### src/rtl/mem_pkg.sv
// Shared definitions for the data-memory arbiter: RAM geometry and the
// host-port FSM state encoding.
package mem_pkg;
  localparam int DMEM_ADDR_W = 8;
  localparam int DMEM_DATA_W = 8;

  typedef enum logic [1:0] {
    IDLE = 2'd0,
    PEND = 2'd1,
    DONE = 2'd2
  } arb_state_e;
endpackage

### src/rtl/sat_counter.sv
// Up-counter that sticks at MAX; clear takes priority over increment.
module sat_counter #(
  parameter int W = 8,
  parameter logic [W-1:0] MAX = '1
) (
  input  logic         clk,
  input  logic         reset,
  input  logic         inc,
  input  logic         clr,
  output logic [W-1:0] cnt
);
  logic [W-1:0] cnt_q, cnt_d;

  always_comb begin
    cnt_d = cnt_q;
    if (clr) begin
      cnt_d = '0;
    end else if (inc && (cnt_q != MAX)) begin
      cnt_d = cnt_q + W'(1);
    end
  end

  always_ff @(posedge clk or posedge reset) begin
    if (reset) cnt_q <= '0;
    else       cnt_q <= cnt_d;
  end

  assign cnt = cnt_q;
endmodule

### src/rtl/dmem_arbiter.sv
// Shares the data RAM between the MEM stage (always wins) and a host port
// that completes its single outstanding access in the first CPU-idle cycle.
module dmem_arbiter
  import mem_pkg::*;
#(
  parameter int MAX_WAIT = 15,
  parameter int XFER_W   = 16
) (
  input  logic                   clk,
  input  logic                   reset,
  input  logic [DMEM_ADDR_W-1:0] cpu_addr,
  input  logic [DMEM_DATA_W-1:0] cpu_wdata,
  input  logic                   cpu_MemRead,
  input  logic                   cpu_MemWrite,
  output logic [DMEM_DATA_W-1:0] cpu_rdata,
  input  logic                   host_valid,
  input  logic                   host_we,
  input  logic [DMEM_ADDR_W-1:0] host_addr,
  input  logic [DMEM_DATA_W-1:0] host_wdata,
  output logic                   host_ready,
  output logic                   host_done,
  output logic [DMEM_DATA_W-1:0] host_rdata,
  output logic [DMEM_ADDR_W-1:0] ram_addr,
  output logic [DMEM_DATA_W-1:0] ram_wdata,
  output logic                   ram_MemRead,
  output logic                   ram_MemWrite,
  input  logic [DMEM_DATA_W-1:0] ram_rdata,
  output logic                   starve,
  output logic [XFER_W-1:0]      host_xfers,
  output logic [1:0]             dbg_state
);
  localparam int WAIT_W = $clog2(MAX_WAIT + 1);
  localparam logic [WAIT_W-1:0] WAIT_MAX = WAIT_W'(MAX_WAIT);

  // Handshake: a request transfers on any cycle where host_valid & host_ready;
  // host_we/addr/wdata are sampled only then, and host_done pulses once per request.
  arb_state_e state_q, state_d;
  logic                   we_q, we_d;
  logic [DMEM_ADDR_W-1:0] addr_q, addr_d;
  logic [DMEM_DATA_W-1:0] wdata_q, wdata_d;
  logic [DMEM_DATA_W-1:0] host_rdata_q, host_rdata_d;
  logic [WAIT_W-1:0]      wait_cnt;
  logic                   cpu_busy;
  logic                   accept;

  assign cpu_busy   = cpu_MemRead | cpu_MemWrite;
  assign host_ready = (state_q == IDLE) | (state_q == DONE);
  assign accept     = host_valid & host_ready;

  always_comb begin
    state_d      = state_q;
    we_d         = we_q;
    addr_d       = addr_q;
    wdata_d      = wdata_q;
    host_rdata_d = host_rdata_q;
    if (accept) begin
      we_d    = host_we;
      addr_d  = host_addr;
      wdata_d = host_wdata;
    end
    case (state_q)
      IDLE: if (accept) state_d = PEND;
      PEND: begin
        if (!cpu_busy) begin
          state_d = DONE;
          if (!we_q) host_rdata_d = ram_rdata;
        end
      end
      DONE:    state_d = accept ? PEND : IDLE;
      default: state_d = IDLE;
    endcase
  end

  always_ff @(posedge clk or posedge reset) begin
    if (reset) begin
      state_q      <= IDLE;
      we_q         <= 1'b0;
      addr_q       <= '0;
      wdata_q      <= '0;
      host_rdata_q <= '0;
    end else begin
      state_q      <= state_d;
      we_q         <= we_d;
      addr_q       <= addr_d;
      wdata_q      <= wdata_d;
      host_rdata_q <= host_rdata_d;
    end
  end

  sat_counter #(.W(WAIT_W), .MAX(WAIT_MAX)) u_wait_cnt (
    .clk   (clk),
    .reset (reset),
    .inc   ((state_q == PEND) & cpu_busy),
    .clr   (accept),
    .cnt   (wait_cnt)
  );

  sat_counter #(.W(XFER_W), .MAX({XFER_W{1'b1}})) u_xfer_cnt (
    .clk   (clk),
    .reset (reset),
    .inc   (state_q == DONE),
    .clr   (1'b0),
    .cnt   (host_xfers)
  );

  // Held host request reaches the RAM only while PEND and the CPU is idle;
  // reset forces IDLE asynchronously, so a pending write vanishes at once.
  always_comb begin
    ram_addr     = '0;
    ram_wdata    = '0;
    ram_MemRead  = 1'b0;
    ram_MemWrite = 1'b0;
    if (cpu_busy) begin
      ram_addr     = cpu_addr;
      ram_wdata    = cpu_wdata;
      ram_MemRead  = cpu_MemRead;
      ram_MemWrite = cpu_MemWrite;
    end else if (state_q == PEND) begin
      ram_addr     = addr_q;
      ram_wdata    = wdata_q;
      ram_MemRead  = ~we_q;
      ram_MemWrite = we_q;
    end
  end

  assign cpu_rdata  = ram_rdata;
  assign host_done  = (state_q == DONE);
  assign host_rdata = host_rdata_q;
  assign starve     = (state_q == PEND) & (wait_cnt >= WAIT_MAX);
  assign dbg_state  = state_q;
endmodule

### config.mk
export PLATFORM = sky130hd
export DESIGN_NAME = dmem_arbiter
export DESIGN_NICKNAME = d
export VERILOG_FILES = /design/src/rtl/mem_pkg.sv /design/src/rtl/sat_counter.sv /design/src/rtl/dmem_arbiter.sv
export SDC_FILE = /design/constraint.sdc
export NUM_CORES = 1
export LEC_CHECK = 0
export BUFFER_PORTS_ARGS = -buffer_cell sky130_fd_sc_hd__buf_2
export CORE_MARGIN = 10
export CORE_UTILIZATION = 30
export CTS_BUF_LIST = sky130_fd_sc_hd__clkbuf_8
export DETAILED_ROUTE_END_ITERATION = 10
export PLACE_DENSITY_LB_ADDON = 0.08
export SYNTH_ARGS = -nofsm -noshare
export SYNTH_HDL_FRONTEND = slang
export SYNTH_SLANG_ARGS = --single-unit
### constraint.sdc
create_clock -name clk -period 4.67 [get_ports clk]
set_clock_uncertainty 0.1 [all_clocks]
set_input_delay 0.934 -clock clk [delete_from_list [all_inputs] [get_ports clk]]
set_output_delay 0.934 -clock clk [all_outputs]
set_load 0.05 [all_outputs]
==> summary.txt, run 1 <==
Outcome
  • Status: completed

Setup path
  • Crit-path cells: buf_2, or2_1, nor2_4, a22o_1, buf_2
  • CP max FO: 21
  • Critical Path Sink Type: primary output
  • CP max stage delay: 0.51 ns
  • WP data required: 3.64 ns
  • Critical R2R Capture: wdata_q[3]$_DFFE_PP0N_
  • Critical path's slowest cell: or2_1
  • Crit path top cell by count: buf_2
  • CP Capture Point: ram_addr[2]
  • R2r startpoint: dbg_state[0]$_DFFE_PP0P_
  • Number of cells on the worst reg-to-reg path: 2
  • Critical Path Source: cpu_MemWrite
  • Critical Path AT: 2.53 ns
  • CP startpoint kind: input pin
  • CP Class: in2out
  • R2R setup slack: ~2.7 ns

Clock tree
  • Inserted Clock Buffers: 5
  • H-tree depth: 2
  • Clock Pin Slew Worst Setup and Hold Paths: 0.09 ns
  • Clk Latency, worst-skew pair: around 0.29 ns
  • Postcts setup bufs: 0
  • CTS resizes: 0
  • Clk sinks: 47
  • TritonCTS clock tree: built
  • Clock Path Buffers: 2
  • Hold_buf cts: 0
  • Root Buffer: clkbuf_8

Flow run
  • Max-cap violations: 0

Synth
  • Yosys reg bits: 47
  • YS warnings: 0
  • Netlist cell types: between 40 and 50
  • Gate Count Post-Synth: around 180
  • Post-synth ARST share: 1.00
  • Syn nets: 232
  • Synth area leaders: dfrtp_1, mux2_2, a22o_1
  • Number of flops mapped to enable cells by yosys: 0
  • Synth Cell Area: 0.00232 mm^2
  • Synthesized area per cell: 12.6 um^2
  • Share of the synthesized area in the top cell type: 0.507
  • Main synth FF type: dfrtp_1
  • Largest area contributor in the netlist: dfrtp_1
  • Post-synthesis sequential area ratio: 0.507

Drt
  • Vias per cell: 4.60
  • WL per Instance: 15.4 um
  • Via Count: 1,751
  • Routed Antenna Nets: 0
  • # DRC: 0
  • WL final: slightly below 6000 um
  • Initial DRC Count: 35
  • DRT Pass-1 Iters: 4

Place
  • Port bufs: 100
  • DPL Wire Length: 4520 um
  • GPL Wtd Cong: 0.722

STA
  • Hold Fails Final Rpt: 0
  • Setup violations, final: 0
  • Final period utilization: 0.764
  • Top achievable clock speed: 280 MHz
  • Max-slew violations: 0
  • Min Tclk post-route: 3.57 ns
  • Unrepaired setup endpoints after global routing: no
  • Worst slew pin tran: 1.11 ns
  • TNS Setup: 0 ns
  • WHS: roughly 0.39 ns
  • Worst slew margin: 0.258

Hold path
  • Worst min path class: reg2reg

Pwr
  • Leak pwr: between 1.5 and 2 nW
  • Flop pwr share: 0.417
  • Sw frac: 0.443
  • VDD IR max: 0.000381 V
  • Pint: around 850 uW
  • P_sw: 673 uW
  • Clock network power share: 0.154
  • PD cells: a little over 500 mW/mm^2
  • Comb power frac: 0.429

Final layout
  • Nets: around 330
  • Layout cells sized above 1: 0.498
  • Syn-to-layout area delta: 27.1%
  • ANT cells: 0

Floorplanning
  • Initial core utilization: 0.305
  • Die ar.: 0.0117 mm^2
  • DIE HEIGHT: around 110 um
  • Core area: approximately 0.0076 mm^2
  • Die X: about 110 um
  • Row Count: 32
  • IO Count: 101

GRT
  • GRT Residual Overflow: 0
  • Vias in the first global route: 1,866
  • First-pass GRT wire length: 9270 um
  • GR Util All Layers: 0.0982
  • Initial antenna violation count: 0
  • Largest net degree at the start of global routing: 48
## worst max-delay path, delay by kind of cell
| kind | cells | cell delay [ns] |
|---|---|---|
| AND/OR/NAND/NOR | 2 | 1.01 |
| AO/OA/AOI/OAI | 1 | 0.20 |
| buffers and inverters | 2 | 0.38 |
## power by group through the flow
stage | Clock (mW) | Sequential, mW | Combinational [mW]
floorplan | 0 | 0.819 | 0.328
global placement | 0 | 0.644 | 0.658
detailed placement | 0 | 0.644 | 0.662
CTS | 0.248 | 0.637 | 0.663
global route | 0.264 | 0.658 | 0.696
finish | 0.234 | 0.634 | 0.652
## routing by layer
metal  global-route usage  routed length, um
met1                0.114               2450
met3               0.0553                683
met5                    0                  0
met4               0.0229                 25
met2                0.154               2710
## layout by cell type (no fill, tap or decap), types with 2 or more instances in the layout
| master | instances |
|---|---|
| xor2_1 | 13 |
| nor4_1 | 4 |
| nor3_1 | 4 |
| mux2_2 | 17 |
| mux2_1 | 9 |
| inv_1 | 5 |
| a21o_1 | 2 |
| nand3_1 | 7 |
| nand2_1 | 5 |
| dfrtp_1 | 47 |
| ha_1 | 2 |
| nand4_1 | 3 |
| buf_2 | 100 |
| nand4_4 | 2 |
| clkbuf_8 | 5 |
| nor4_4 | 2 |
| a22o_1 | 16 |
| a21oi_1 | 2 |
| nor4b_1 | 2 |
| nor2_1 | 7 |
## synth_stat cells, types with 4 or more instances
library cell and instances:
a22o_1 16, buf_2 4, buf_4 8, dfrtp_1 47
inv_1 4, mux2_1 9, mux2_2 17, nand2_1 5
nand3_1 7, nor2_1 7, nor3_1 4, nor4_1 4
xor2_1 13
## sequential cells by signal, indices dropped and copies added, names as in the netlist
name	flops
dbg_state	2
wdata_q	8
host_rdata	8
u_wait_cnt.cnt	4
u_xfer_cnt.cnt	16
addr_q	8
we_q	1
## through the flow
stage	instance area [um^2]	instances	util	power, mW	setup slack (ns)
6_report	2950	381	0.388	1.52	1.10
3_5_place_dp	2870	373	0.377	1.31	1.08
3_3_place_gp	2870	373	0.377	1.30	1.06
5_1_grt	2950	381	0.388	1.62	0.953
2_1_floorplan	2320	184	-	1.15	1.41
4_1_cts	2950	381	0.388	1.55	1.08
## how the worst min path moves through the flow
stage | startpoint | end | slack, ns | depth (start not counted)
global placement | host_rdata[4]$_DFFE_PP0P_ | host_rdata[4]$_DFFE_PP0P_ | 0.36 | 1
finish | host_rdata[1]$_DFFE_PP0P_ | host_rdata[1]$_DFFE_PP0P_ | 0.39 | 1
floorplan | addr_q[7]$_DFFE_PP0N_ | addr_q[7]$_DFFE_PP0N_ | 0.38 | 1
global route | host_rdata[6]$_DFFE_PP0P_ | host_rdata[6]$_DFFE_PP0P_ | 0.41 | 1
CTS | host_rdata[2]$_DFFE_PP0P_ | host_rdata[2]$_DFFE_PP0P_ | 0.39 | 1
detailed placement | host_rdata[2]$_DFFE_PP0P_ | host_rdata[2]$_DFFE_PP0P_ | 0.37 | 1
## logic make-up (layout without fill, tap and decap cells)
kind of cell	Yosys count	count (layout)	share of synthesized area
and+or+nand+nor	50	50	0.159
DFF	47	47	0.507
muxes	28	28	0.137
AOI/OAI and AO/OA	25	25	0.0895
buffers and inverters	18	113	0.0442
xor gates and xnor gates	14	14	0.0528
adders and majority gates	2	2	0.0108
## final cells by class
type | count | area [um^2]
Inverter | 5 | 18.8
Clock buffer | 5 | 68.8
Fill cell | 782 | 4660
Clock inverter | 3 | 12.5
Sequential cell | 47 | 1180
Tap cell | 102 | 128
Multi-Input combinational cell | 119 | 1040
Timing Repair Buffer | 100 | 500
No activity file was read; power rests on OpenSTA's default activity.
==> run 2, diff against run 1 <==
- clock period: 4.67 -> 3.15 ns (I/O delays scaled with it)
==> summary.txt, run 2 (synthesis gave the netlist of run 1 again) <==
Outcome
  • Status: completed

Pwr
  • Flop pwr share: 0.416 (about the same)
  • Pint: 1.26 mW (+49%)
  • VDD IR max: 0.000537 V (+41%)
  • P_sw: 1000 uW (+49%)
  • Sw frac: 0.442 (-0.000694)
  • Leak pwr: 1.56 nW (+1.3%)
  • Clock network power share: 0.154 (about the same)
  • Total power: 2.26 mW (+49%)
  • Comb power frac: 0.430 (about the same)
  • PD cells: 760 mW/mm^2 (+47%)

Clock tree
  • Clock Path Buffers: 2 (unchanged)
  • Clock Pin Slew Worst Setup and Hold Paths: 0.09 ns (about the same)
  • Inserted Clock Buffers: 5 (unchanged)
  • H-tree depth: 2 (unchanged)
  • CTS resizes: 0 (unchanged)
  • Hold_buf cts: 0 (unchanged)
  • Postcts setup bufs: 0 (unchanged)
  • Root Buffer: clkbuf_8
  • Clk sinks: 47 (unchanged)
  • Clk Latency, worst-skew pair: 0.30 ns (about the same)
  • TritonCTS clock tree: built

Drt
  • Vias per cell: 4.54 (-1.2%)
  • DRT Pass-1 Iters: 4 (unchanged)
  • WL per Instance: 15.3 um (-0.72%)
  • Via Count: 1,749 (-0.11%)
  • # DRC: 0 (unchanged)
  • Initial DRC Count: 36 (+2.9%)
  • WL final: 5890 um (+0.32%)
  • Routed Antenna Nets: 0 (unchanged)

Floorplanning
  • Core area: 0.00761 mm^2 (unchanged)
  • Initial core utilization: 0.305 (unchanged)
  • IO Count: 101 (unchanged)
  • Die X: 108 um (unchanged)
  • DIE HEIGHT: 108 um (unchanged)
  • Die ar.: 0.0117 mm^2 (unchanged)
  • Row Count: 32 (unchanged)

GRT
  • Vias in the first global route: 1,937 (+3.8%)
  • Largest net degree at the start of global routing: 48 (unchanged)
  • GR Util All Layers: 0.0999 (+0.00168)
  • GRT Residual Overflow: 0 (unchanged)
  • First-pass GRT wire length: 9450 um (+1.9%)
  • Initial antenna violation count: 0 (unchanged)

STA
  • Top achievable clock speed: 386 MHz
  • Unrepaired setup endpoints after global routing: no
  • Worst slew margin: 0.594 (+0.336)
  • Setup violations, final: 0 (unchanged)
  • TNS Setup: 0 ns (unchanged)
  • Worst slew pin tran: 0.609 ns (-0.498 ns)
  • Max-slew violations: 0 (unchanged)
  • Final period utilization: 0.823
  • Hold Fails Final Rpt: 0 (unchanged)
  • Min Tclk post-route: approximately 2.6 ns

Setup path
  • Critical path's slowest cell: nor2_4
  • CP max FO: 18 (-14%)
  • CP startpoint kind: input pin
  • Critical Path AT: 1.86 ns (-0.67 ns)
  • WP data required: 2.42 ns (-1.22 ns)
  • CP Class: in2out
  • Critical Path Sink Type: primary output
  • CP max stage delay: 0.40 ns (-0.11 ns)
  • Crit. path cell count: 5 (unchanged)
  • CP bufs+invs: 2 (unchanged)
  • Crit path max-delay family: simple AND/OR/NAND/NOR gates
  • Crit path top cell by count: buf_2
  • Number of cells on the worst reg-to-reg path: 5 (+3)
  • Crit-path cells: buf_2, or2_1, nor2_4, a22o_1, buf_2

Hold path
  • Worst min path class: in2async

Final layout
  • Most common cell after layout, fill and taps aside: buf_2
  • ANT cells: 0 (unchanged)
  • Area occupied by multi-input gates: 0.00104 mm^2 (unchanged)
  • Nets: 330 (+1.2%)
  • Syn-to-layout area delta: 28.4%
  • Fillcell total: 784 (+0.26%)
  • Most frequent cells in the layout: buf_2, dfrtp_1, mux2_2
  • Layout cells sized above 1: 0.505 (+0.00709)
  • Flip-flop and latch area: 0.00118 mm^2 (unchanged)
  • Final core utilization: 0.392 (+0.00395)
  • Largest register FFs: 16 (unchanged)

Flow run
  • Max-cap violations: 0 (unchanged)

Place
  • DPL Wire Length: 4470 um (-1.1%)
  • Port bufs: 100 (unchanged)
  • GPL Wtd Cong: 0.695 (-3.7%)
==> run 2: cell count changes in the layout (fill, tap and decap cells not counted), sizes merged <==
| cell | change |
|---|---|
| buf | +4 |
==> run 2: path summary, 6_finish.rpt <==
path | start | endpoint | slack [ns]
max in group asynchronous | reset | dbg_state[0]$_DFFE_PP0P_ | 2.16
worst max register to register | u_xfer_cnt.cnt[0]$_DFFE_PP0P_ | u_xfer_cnt.cnt[1]$_DFFE_PP0P_ | 1.29
min in group clk | host_rdata[6]$_DFFE_PP0P_ | host_rdata[6]$_DFFE_PP0P_ | 0.39
worst min register to register | host_rdata[6]$_DFFE_PP0P_ | host_rdata[6]$_DFFE_PP0P_ | 0.39
worst min-delay path | reset | host_rdata[2]$_DFFE_PP0P_ | 0.37
worst max-delay path | cpu_MemRead | ram_addr[0] | 0.56
==> run 2: cell type report <==
type | count | share of cell area
flip-flops and latches | 47 | 0.395
multi-input cells | 119 | 0.351
well taps | 102 | 0.0428
repair buffers | 104 | 0.178
inverters | 5 | 0.00630
clock buffers | 5 | 0.0231
clock inverters | 3 | 0.00420
==> run 2: through the flow <==
step / setup WS [ns] / cell area (um^2) / hold WS (ns) / std cells
final: 0.557 / 2980 / 0.368 / 385
after global routing: 0.395 / 2980 / 0.400 / 385
after CTS: 0.510 / 2980 / 0.392 / 385
after detailed placement: 0.541 / 2900 / 0.371 / 377
after global placement: 0.567 / 2900 / 0.363 / 377
after floorplan: 0.499 / 2320 / 0.382 / 184
==> run 2: power by group through the flow <==
stage | clock (mW) | combinational [mW] | sequential, mW
after floorplan | 0 | 0.486 | 1.21
after global placement | 0 | 0.982 | 0.957
after detailed placement | 0 | 0.988 | 0.952
after CTS | 0.377 | 0.989 | 0.945
after global routing | 0.401 | 1.04 | 0.976
final | 0.348 | 0.973 | 0.942
==> run 2: worst register-to-register path, cell delays in order (launching register included) <==
cell and delay, ns:
dfrtp_1 0.44, ha_1 0.26, nand3_2 0.24, nor4_4 0.31, nor2_2 0.11, mux2_4 0.31
==> run 2: routing by layer <==
metal | routed length (um) | part of all wire | vias up | global-route usage
met5 | 0 | 0 | - | 0
met4 | 69 | 0.012 | 0 | 0.0401
met3 | 669 | 0.11 | 5 | 0.0518
met2 | 2660 | 0.45 | 62 | 0.150
met1 | 2490 | 0.42 | 822 | 0.118
li1 | - | - | 860 | -
==> run 3, diff against run 2 <==
- clock period: 3.15 -> 2.1 ns (I/O delays scaled with it)
==> summary.txt, run 3 (synthesis gave the netlist of run 1 again) <==
Setup path
  • CP max FO: 4 (-14)
  • CP Class: in2out
  • Critical Path AT: 1.51 ns (-0.35 ns)
  • R2r startpoint: u_xfer_cnt.cnt[1]$_DFFE_PP0P_
  • CP startpoint kind: input pin
  • Critical Path Source: cpu_MemRead
  • WP data required: 1.58 ns (-0.84 ns)
  • Critical Path Sink Type: primary output

Pwr
  • VDD IR max: 0.000820 V (+53%)
  • PD cells: 1120 mW/mm^2 (+47%)
  • Leak pwr: 1.63 nW (+4.5%)

Floorplanning
  • DIE HEIGHT: 108 um (unchanged)
  • Die ar.: 0.0117 mm^2 (unchanged)
  • Initial core utilization: 0.305 (unchanged)
  • Die X: 108 um (unchanged)
  • Row Count: 32 (unchanged)
  • IO Count: 101 (unchanged)
  • Core area: 0.00761 mm^2 (unchanged)

Place
  • Port bufs: 100 (unchanged)
  • Placed cells: 383 (+1.6%)
  • GPL Wtd Cong: 0.698 (+0.39%)
  • Area after DPL: 0.00298 mm^2 (+2.9%)
  • DPL Wire Length: 4720 um (+5.7%)

STA
  • Setup violations, final: 0 (unchanged)
  • Top achievable clock speed: ~500 MHz
  • Worst slew pin tran: 0.536 ns (-0.0734 ns)
  • Unrepaired setup endpoints after global routing: no
  • Final period utilization: 0.965
  • Hold Fails Final Rpt: 0 (unchanged)
  • Worst slew margin: 0.642 (+0.0484)
  • Max-slew violations: 0 (unchanged)
  • TNS Setup: 0 ns (unchanged)
  • Min Tclk post-route: ~2.0 ns

Final layout
  • Fin cells: 391 (+1.6%)
  • Most frequent cells in the layout: buf_2, dfrtp_1, mux2_2
  • Layout cells sized above 1: 0.561 (+0.0553)
  • Nets: 336 (+1.8%)
  • Largest register FFs: 16 (unchanged)
  • Syn-to-layout area delta: 37.1%
  • Final Instance Area: 0.00318 mm^2 (+6.8%)
  • Most common cell after layout, fill and taps aside: buf_2
  • ANT cells: 0 (unchanged)

Drt
  • Via Count: 1,778 (+1.7%)
  • WL per Instance: 15.3 um (-0.23%)
  • Routed Antenna Nets: 0 (unchanged)
  • DRT Pass-1 Iters: 3 (-1)
  • Vias per cell: 4.55 (about the same)
  • WL final: 5970 um (+1.3%)
  • Initial DRC Count: 41 (+14%)
  • # DRC: 0 (unchanged)

GRT
  • Largest net degree at the start of global routing: 25 (-48%)
  • First-pass GRT wire length: 9360 um (-0.88%)
  • GR Util All Layers: 0.0991 (-0.000841)
  • M2 GR Usage: 0.171 (+0.0207)
  • GRT Residual Overflow: 0 (unchanged)
  • Most used routing layer: met2
  • Vias in the first global route: 1,826 (-5.7%)
  • Grt met3 use: 0.0327 (-0.0190)
  • Grt met1 use: 0.114 (-0.00385)
  • Initial antenna violation count: 0 (unchanged)

Hold path
  • Worst min path class: in2async

Clock tree
  • TritonCTS clock tree: built
  • Clock Pin Slew Worst Setup and Hold Paths: 0.08 ns (about the same)
  • Root Buffer: clkbuf_8
  • H-tree depth: 2 (unchanged)
  • Hold_buf cts: 0 (unchanged)
  • Clock Path Buffers: 2 (unchanged)
  • Clk Latency, worst-skew pair: 0.29 ns (about the same)
  • Inserted Clock Buffers: 5 (unchanged)
  • Clk sinks: 47 (unchanged)
  • Postcts setup bufs: 0 (unchanged)

Outcome
  • Status: completed

Flow run
  • Max-cap violations: 0 (unchanged)
run 3: final timing paths:
| kind | endpoint | slack, ns | cells after the start |
|---|---|---|---|
| hold reg to reg | host_rdata[1]$_DFFE_PP0P_ | 0.38 | 1 |
| setup / recovery | ram_MemRead | 0.07 | 6 |
| min in group clk | wdata_q[3]$_DFFE_PP0N_ | 0.25 | 2 |
| hold / removal | host_rdata[5]$_DFFE_PP0P_ | 0.06 | 2 |
| setup reg to reg | u_xfer_cnt.cnt[1]$_DFFE_PP0P_ | 0.25 | 5 |
| max in group asynchronous | addr_q[3]$_DFFE_PP0N_ | 1.32 | 3 |
run 3: final cells by class:
type / instances / area, um^2
timing repair buffer: 110 / 693
multi-input combinational: 119 / 1060
sequential: 47 / 1180
fill: 758 / 4430
clock inverter: 1 / 3.75
inverter: 5 / 18.8
tap: 102 / 128
clock buffer: 7 / 96.3
run 3: timing repair:
action,4_1_cts,5_1_grt
endpoints found under the setup margin,16,16
resized for setup,17,15
gates cloned,0,0
run 3: worst max-delay path, stage by stage:
cell and delay, ns:
buf_2 0.10, or2_1 0.29, buf_4 0.17, nor3_4 0.15, or2_2 0.12, buf_2 0.25
run 3: stage by stage:
step	worst slack (ns)	total power [mW]	util	hold slack (ns)
after floorplan	0.00664	2.56	-	0.382
after global placement	0.0696	2.95	0.392	0.366
after detailed placement	0.0608	2.96	0.392	0.371
after CTS	0.0149	3.60	0.411	0.0723
after global routing	0.00463	3.78	0.418	0.102
final	0.0733	3.56	0.418	0.0561
run 3: per-layer routing:
layer / vias up / part of all wire
li1: 872 / -
met1: 857 / 0.41
met2: 43 / 0.52
met3: 6 / 0.058
met4: 0 / 0.011
met5: - / 0
run 3: report_power, final:
group	total, mW	switching, mW	internal (mW)
Sequential	1.41	0.201	1.20
Clock	0.586	0.290	0.296
Combinational	1.57	1.01	0.558
Total	3.56	1.51	2.06
